[src/rtl/sd_pkg.sv]
// Shared SD path definitions: SPI engine state encoding and default clocking constants.
package sd_pkg;

  typedef enum logic [1:0] {
    IDLE = 2'd0,
    INIT = 2'd1,
    XFER = 2'd2
  } sd_spi_state_t;

  // 100 MHz system clock: 400 kHz card-init clock, 25 MHz data clock
  localparam int unsigned SD_SLOW_DIV    = 125;
  localparam int unsigned SD_FAST_DIV    = 2;
  localparam int unsigned SD_INIT_CLOCKS = 80;

  function automatic int unsigned sd_max(input int unsigned a, input int unsigned b);
    return (a > b) ? a : b;
  endfunction

endpackage

[src/rtl/sd_sclk_gen.sv]
// SCLK half-period generator: counts to a latched divider and emits one-cycle rise/fall strobes.
module sd_sclk_gen #(
  parameter int unsigned DIV_W = 7
) (
  input  logic             clk,
  input  logic             rst_n,
  input  logic             load_i,
  input  logic [DIV_W-1:0] div_m1_i,
  input  logic             run_i,
  output logic             sclk_o,
  output logic             rise_o,
  output logic             fall_o
);

  logic [DIV_W-1:0] div_m1_q, div_m1_d;
  logic [DIV_W-1:0] cnt_q, cnt_d;
  logic             sclk_q, sclk_d;
  logic             wrap;

  assign wrap   = (cnt_q == div_m1_q);
  assign rise_o = run_i && wrap && !sclk_q;
  assign fall_o = run_i && wrap && sclk_q;
  assign sclk_o = sclk_q;

  // The divider is stored as D-1 so the largest divider still fits the counter width
  always_comb begin
    div_m1_d = div_m1_q;
    cnt_d    = cnt_q;
    sclk_d   = sclk_q;
    if (load_i) begin
      div_m1_d = div_m1_i;
      cnt_d    = '0;
      sclk_d   = 1'b0;
    end else if (run_i) begin
      if (wrap) begin
        cnt_d  = '0;
        sclk_d = ~sclk_q;
      end else begin
        cnt_d = cnt_q + DIV_W'(1);
      end
    end else begin
      cnt_d  = '0;
      sclk_d = 1'b0;
    end
  end

  always_ff @(posedge clk or negedge rst_n) begin
    if (!rst_n) begin
      div_m1_q <= '0;
      cnt_q    <= '0;
      sclk_q   <= 1'b0;
    end else begin
      div_m1_q <= div_m1_d;
      cnt_q    <= cnt_d;
      sclk_q   <= sclk_d;
    end
  end

endmodule

[src/rtl/sd_spi_engine.sv]
// SD card SPI byte engine: power-up dummy clocks and full-duplex mode-0 byte shifting.
// State table: IDLE | ready for a byte or init request ; INIT | dummy clocks, CS/MOSI high ;
//              XFER | shifting one byte, CS low
module sd_spi_engine
  import sd_pkg::*;
#(
  parameter int unsigned SLOW_DIV    = SD_SLOW_DIV,
  parameter int unsigned FAST_DIV    = SD_FAST_DIV,
  parameter int unsigned INIT_CLOCKS = SD_INIT_CLOCKS
) (
  input  logic       clk,
  input  logic       sys_rst_n,
  input  logic       fast_mode,
  input  logic       start_init,
  output logic       init_done,
  input  logic       tx_valid,
  output logic       tx_ready,
  input  logic [7:0] tx_data,
  input  logic       cs_hold,
  output logic       rx_valid,
  output logic [7:0] rx_data,
  output logic       busy,
  output logic       sd_sclk,
  output logic       sd_mosi,
  output logic       sd_cs_n,
  input  logic       sd_miso
);

  localparam int unsigned DIV_W  = $clog2(sd_max(SLOW_DIV, FAST_DIV));
  localparam int unsigned INIT_W = $clog2(INIT_CLOCKS) + 1;
  localparam logic [DIV_W-1:0]  SLOW_M1   = DIV_W'(SLOW_DIV - 1);
  localparam logic [DIV_W-1:0]  FAST_M1   = DIV_W'(FAST_DIV - 1);
  localparam logic [INIT_W-1:0] INIT_LAST = INIT_W'(INIT_CLOCKS - 1);

  sd_spi_state_t     state_q, state_d;
  logic [7:0]        tx_sr_q, tx_sr_d;
  logic [7:0]        rx_sr_q, rx_sr_d;
  logic [2:0]        bit_cnt_q, bit_cnt_d;
  logic [INIT_W-1:0] init_cnt_q, init_cnt_d;
  logic              cs_n_q, cs_n_d;
  logic              mosi_q, mosi_d;
  logic              init_done_q, init_done_d;
  logic              rx_valid_q, rx_valid_d;

  logic              gen_load;
  logic [DIV_W-1:0]  gen_div_m1;
  logic              gen_run;
  logic              gen_rise;
  logic              gen_fall;

  assign gen_run = (state_q != IDLE);

  sd_sclk_gen #(
    .DIV_W (DIV_W)
  ) u_sclk_gen (
    .clk      (clk),
    .rst_n    (sys_rst_n),
    .load_i   (gen_load),
    .div_m1_i (gen_div_m1),
    .run_i    (gen_run),
    .sclk_o   (sd_sclk),
    .rise_o   (gen_rise),
    .fall_o   (gen_fall)
  );

  always_comb begin
    state_d     = state_q;
    tx_sr_d     = tx_sr_q;
    rx_sr_d     = rx_sr_q;
    bit_cnt_d   = bit_cnt_q;
    init_cnt_d  = init_cnt_q;
    cs_n_d      = cs_n_q;
    mosi_d      = mosi_q;
    init_done_d = init_done_q;
    rx_valid_d  = 1'b0;
    gen_load    = 1'b0;
    gen_div_m1  = SLOW_M1;
    unique case (state_q)
      IDLE: begin
        // init request has priority; the pending byte waits until init completes
        if (start_init) begin
          state_d     = INIT;
          gen_load    = 1'b1;
          gen_div_m1  = SLOW_M1;
          init_cnt_d  = '0;
          init_done_d = 1'b0;
          cs_n_d      = 1'b1;
          mosi_d      = 1'b1;
        end else if (tx_valid) begin
          state_d    = XFER;
          gen_load   = 1'b1;
          gen_div_m1 = fast_mode ? FAST_M1 : SLOW_M1;
          tx_sr_d    = tx_data;
          bit_cnt_d  = '0;
          cs_n_d     = 1'b0;
          mosi_d     = tx_data[7];
        end
      end
      INIT: begin
        if (gen_fall) begin
          if (init_cnt_q == INIT_LAST) begin
            state_d     = IDLE;
            init_done_d = 1'b1;
          end else begin
            init_cnt_d = init_cnt_q + INIT_W'(1);
          end
        end
      end
      XFER: begin
        if (gen_rise) begin
          rx_sr_d = {rx_sr_q[6:0], sd_miso};
        end
        if (gen_fall) begin
          if (bit_cnt_q == 3'd7) begin
            state_d    = IDLE;
            rx_valid_d = 1'b1;
            cs_n_d     = ~cs_hold;
            mosi_d     = 1'b1;
          end else begin
            bit_cnt_d = bit_cnt_q + 3'd1;
            tx_sr_d   = {tx_sr_q[6:0], 1'b0};
            mosi_d    = tx_sr_q[6];
          end
        end
      end
      default: state_d = IDLE;
    endcase
  end

  always_ff @(posedge clk or negedge sys_rst_n) begin
    if (!sys_rst_n) begin
      state_q     <= IDLE;
      tx_sr_q     <= '0;
      rx_sr_q     <= '0;
      bit_cnt_q   <= '0;
      init_cnt_q  <= '0;
      cs_n_q      <= 1'b1;
      mosi_q      <= 1'b1;
      init_done_q <= 1'b0;
      rx_valid_q  <= 1'b0;
    end else begin
      state_q     <= state_d;
      tx_sr_q     <= tx_sr_d;
      rx_sr_q     <= rx_sr_d;
      bit_cnt_q   <= bit_cnt_d;
      init_cnt_q  <= init_cnt_d;
      cs_n_q      <= cs_n_d;
      mosi_q      <= mosi_d;
      init_done_q <= init_done_d;
      rx_valid_q  <= rx_valid_d;
    end
  end

  assign tx_ready  = (state_q == IDLE);
  assign busy      = (state_q != IDLE);
  assign init_done = init_done_q;
  assign rx_valid  = rx_valid_q;
  assign rx_data   = rx_sr_q;
  assign sd_mosi   = mosi_q;
  assign sd_cs_n   = cs_n_q;

endmodule

[config.mk]
export PLATFORM = sky130hd
export DESIGN_NAME = sd_spi_engine
export DESIGN_NICKNAME = d
export VERILOG_FILES = /design/src/rtl/sd_pkg.sv /design/src/rtl/sd_sclk_gen.sv /design/src/rtl/sd_spi_engine.sv
export SDC_FILE = /design/constraint.sdc
export NUM_CORES = 1
export LEC_CHECK = 0
export ABC_AREA = 1
export BUFFER_PORTS_ARGS = -buffer_cell sky130_fd_sc_hd__buf_2
export CAP_MARGIN = 20
export CORE_MARGIN = 2
export CORE_UTILIZATION = 52
export DETAILED_ROUTE_END_ITERATION = 16
export PLACE_DENSITY = 0.83
export REMOVE_ABC_BUFFERS = 1
export SLEW_MARGIN = 20
export SYNTH_ARGS = -nofsm -noshare
export SYNTH_HDL_FRONTEND = slang
export SYNTH_HIERARCHICAL = 1
export SYNTH_SLANG_ARGS = --single-unit
[constraint.sdc]
create_clock -name clk -period 1.5 [get_ports clk]
set_input_delay 0.225 -clock clk [delete_from_list [all_inputs] [get_ports clk]]
set_output_delay 0.225 -clock clk [all_outputs]
set_load 0.05 [all_outputs]
==> flow_summary.yaml <==
logic_synthesis:
  synth_cells: 323
  ys_top_cells_by_area: "dfrtp_1 46%, nand2_1 18%, inv_1 6.1%"
  synth_top_area_cell: "dfrtp_1"
  netlist_area_um2: 2460
  seq_area_frac_synth_pct: 47.9
  synth_cell_types: 30
  synth_top_area_share_pct: 45.8
  ys_ff_latch: 47
  syn_area_per_cell_um2: 7.62
  synth_warnings: 6
run_status:
  status: "complete, but fails checks"
  violations: "negative setup slack"
timing:
  final.period_utilization_pct: 127
  fin_ws_ns: -0.402
  post-route-min-period_ns: 1.90
  final-hold-violation-count: 0
  fin_skew_ns: 0.0138
  maxSlewViolCount: 0
  rsz0062_at_grt: "yes"
  holdWs_ns: 0.133
  setup_viol: 32
  max_freq_mhz: 526
detailed_routing:
  vias: 2457
  dr.pass1.iters: 5
  met3WireLength_um: 403
  drt.antenna.violating_nets: 0
  top_layer: "met4"
  routed_wl_um: 6570
  drc: 0
  routed-wl-met2_um: 3370
  vias_per_cell: 5.51
  wire_per_inst_um: 14.7
  met1Wirelength_um: 2600
  dr.first_iter.drc_count: 165
floorplanning:
  initial_core_util_pct: 53.2
  rows: 25
  coreArea_um2: 4630
  die_w_um: 72.8
  die_height_um: 72.8
  ios: 30
  dieArea_um2: 5300
final_layout:
  drive_gt1_share_pct: 31.9
  ff_latch_area_um2: 1180
  finalNetCount: 410
  multi_input_area_um2: 1220
  final_cell_area_um2: 3230
  fillers: 293
  fin_cells: 446
  diodes: 0
  utilization_pct: 69.9
  mostFrequentLayoutCell: "nand2_1"
  syn_to_final_growth_pct: 31.4
  mostFrequentLayoutCells: "101 x nand2_1, 45 x dfrtp_1, 35 x inv_1, 32 x buf_4, 27 x buf_2"
setup_path:
  startpoint_type: "register"
  worstPathCellList: "inv_1 > nand2_1 > nand2_2 > inv_1 > nor2_2 > nand3_2 > nor3_2 > inv_2 > o21ai_2 > inv_2 > nor2_4 > nand2_1 > nand2_1"
  cpPeakStageDelay_ns: 0.41
  worstPathArrival_ns: 2.15
  crit_required_ns: 1.75
  cpMaxStageDelayCell: "dfrtp_1"
  critical_path_class: "register to register"
  worstPathBufferInverterCount: 4
  crit_path_end_kind: "register"
  crit_path_frequent_cell: "nand2_1"
  critPathTopFamily: "simple AND/OR/NAND/NOR gates"
  critPathMaxFanout: 4
placed_design:
  place_inst: 429
  place_ws_ns: -0.343
  io_buffers: 29
  globalplace.congestion: 0.800
  dpl_cell_area_um2: 2860
  dpl.hpwl_um: 3560
power_and_ir_drop:
  p_per_area_nw_per_um2: 1350
  p_leak_nw: 1.72
  ir_drop_mv: 1.22
global_routing:
  antenna_found_initial: 0
  grt_overflow: 0
  grt_max_degree: 48
  grtUsageTotal_pct: 22.9
  first_global_vias: 2151
  grt_pass1_wl_um: 9470
cts:
  clkTransAtPathRegs_ns: 0.10
  cts_inserted_buffers: 5
  cts_sinks: 47
  cts_tree: "done"
  h-tree-depth: 2
  cts_root_buf: "clkbuf_8"
  insertion_delay_ns: 0.31
  clockBufferDepth: 2
flow_run:
  maxCapViolations: 0
hold_path:
  min_path_type: "input port to register"
## sequential cells by signal, indices dropped and copies added, names as in the netlist
signal,cells
init_done,1
sd_cs_n,1
init_cnt_q,8
u_sclk_gen/cnt_q,7
state_q,2
sd_mosi,1
u_sclk_gen/sclk_o,1
tx_sr_q,7
rx_data,8
u_sclk_gen/div_m1_q,7
bit_cnt_q,3
rx_valid,1
## worst min-delay path, delay by kind of cell
family                 cells  cell delay [ns]
and+or+nand+nor            2             0.12
buffers and inverters      1             0.07
## area by class of cell
class | instances | share of cell area, %
multi-input cells | 226 | 37.8
inverters | 43 | 4.99
well taps | 54 | 2.09
repair buffers | 68 | 15.2
flip-flops and latches | 47 | 36.4
clock inverters | 3 | 1.35
clock buffers | 5 | 2.13
## report_power, final
group / internal [mW] / switching [mW] / leakage (nW) / total [mW]
logic: 0.693 / 0.930 / 1.06 / 1.62
clock network: 0.497 / 0.460 / 0.0581 / 0.957
registers: 1.59 / 0.201 / 0.593 / 1.80
## metrics by stage
stage	total power [mW]	TNS [ns]
3_3_place_gp	3.10	-4.77
5_1_grt	4.65	-12.96
3_5_place_dp	3.17	-6.48
6_report	4.38	-8.57
2_1_floorplan	2.62	-20.80
4_1_cts	4.15	-5.57
## layer usage
metal | vias to the layer above | global-route usage [%]
li1 | 1138 | -
met1 | 1166 | 29.6
met2 | 122 | 37.0
met3 | 31 | 5.52
met4 | 0 | 9.26
met5 | - | 0
## final timing paths
check / to / depth (start not counted) / slack, ns / start
hold reg to reg: sd_mosi$_DFFE_PN1P_ / 2 / 0.48 / sd_mosi$_DFFE_PN1P_
min in group asynchronous: state_q[1]$_DFFE_PN0P_ / 3 / 0.43 / sys_rst_n
setup / recovery: init_cnt_q[0]$_DFFE_PN0P_ / 13 / -0.40 / u_sclk_gen/cnt_q[3]$_DFF_PN0_
setup reg to reg: init_cnt_q[0]$_DFFE_PN0P_ / 13 / -0.40 / u_sclk_gen/cnt_q[3]$_DFF_PN0_
hold / removal: tx_sr_q[0]$_DFFE_PN0P_ / 3 / 0.13 / tx_data[0]
max in group asynchronous: sd_mosi$_DFFE_PN1P_ / 3 / 0.81 / sys_rst_n
## cell usage after synthesis (all sizes together)
cell type / n
a21oi: 3
conb: 1
ha: 4
nand2: 120
nor3: 6
clkbuf: 1
dfstp: 2
o211ai: 1
xnor2: 1
dfrtp: 45
o22ai: 1
o21bai: 1
nand4: 2
buf: 6
xor2: 4
nand3b: 2
nor2: 26
inv: 43
nand3: 24
o21ai: 29
or2: 1
## timing repair
item                                   CTS  global route
hold buffers                             1             0
pin swaps                                4            18
setup buffers                            5             4
gates cloned                             0             0
endpoints found under the hold margin   45             0
gates resized for setup                 14            44
setup endpoints to repair               32            39
## logic make-up after synthesis
logic type,Yosys count,share of synthesized area [%]
AO/OA/AOI/OAI,35,8.24
XOR/XNOR,5,1.78
adder cells (fa/ha/maj),4,2.03
buffers and inverters,50,8.54
flip-flops,47,47.9
other,1,0.152
AND/OR/NAND/NOR,181,31.4
No activity file was read; power rests on OpenSTA's default activity.
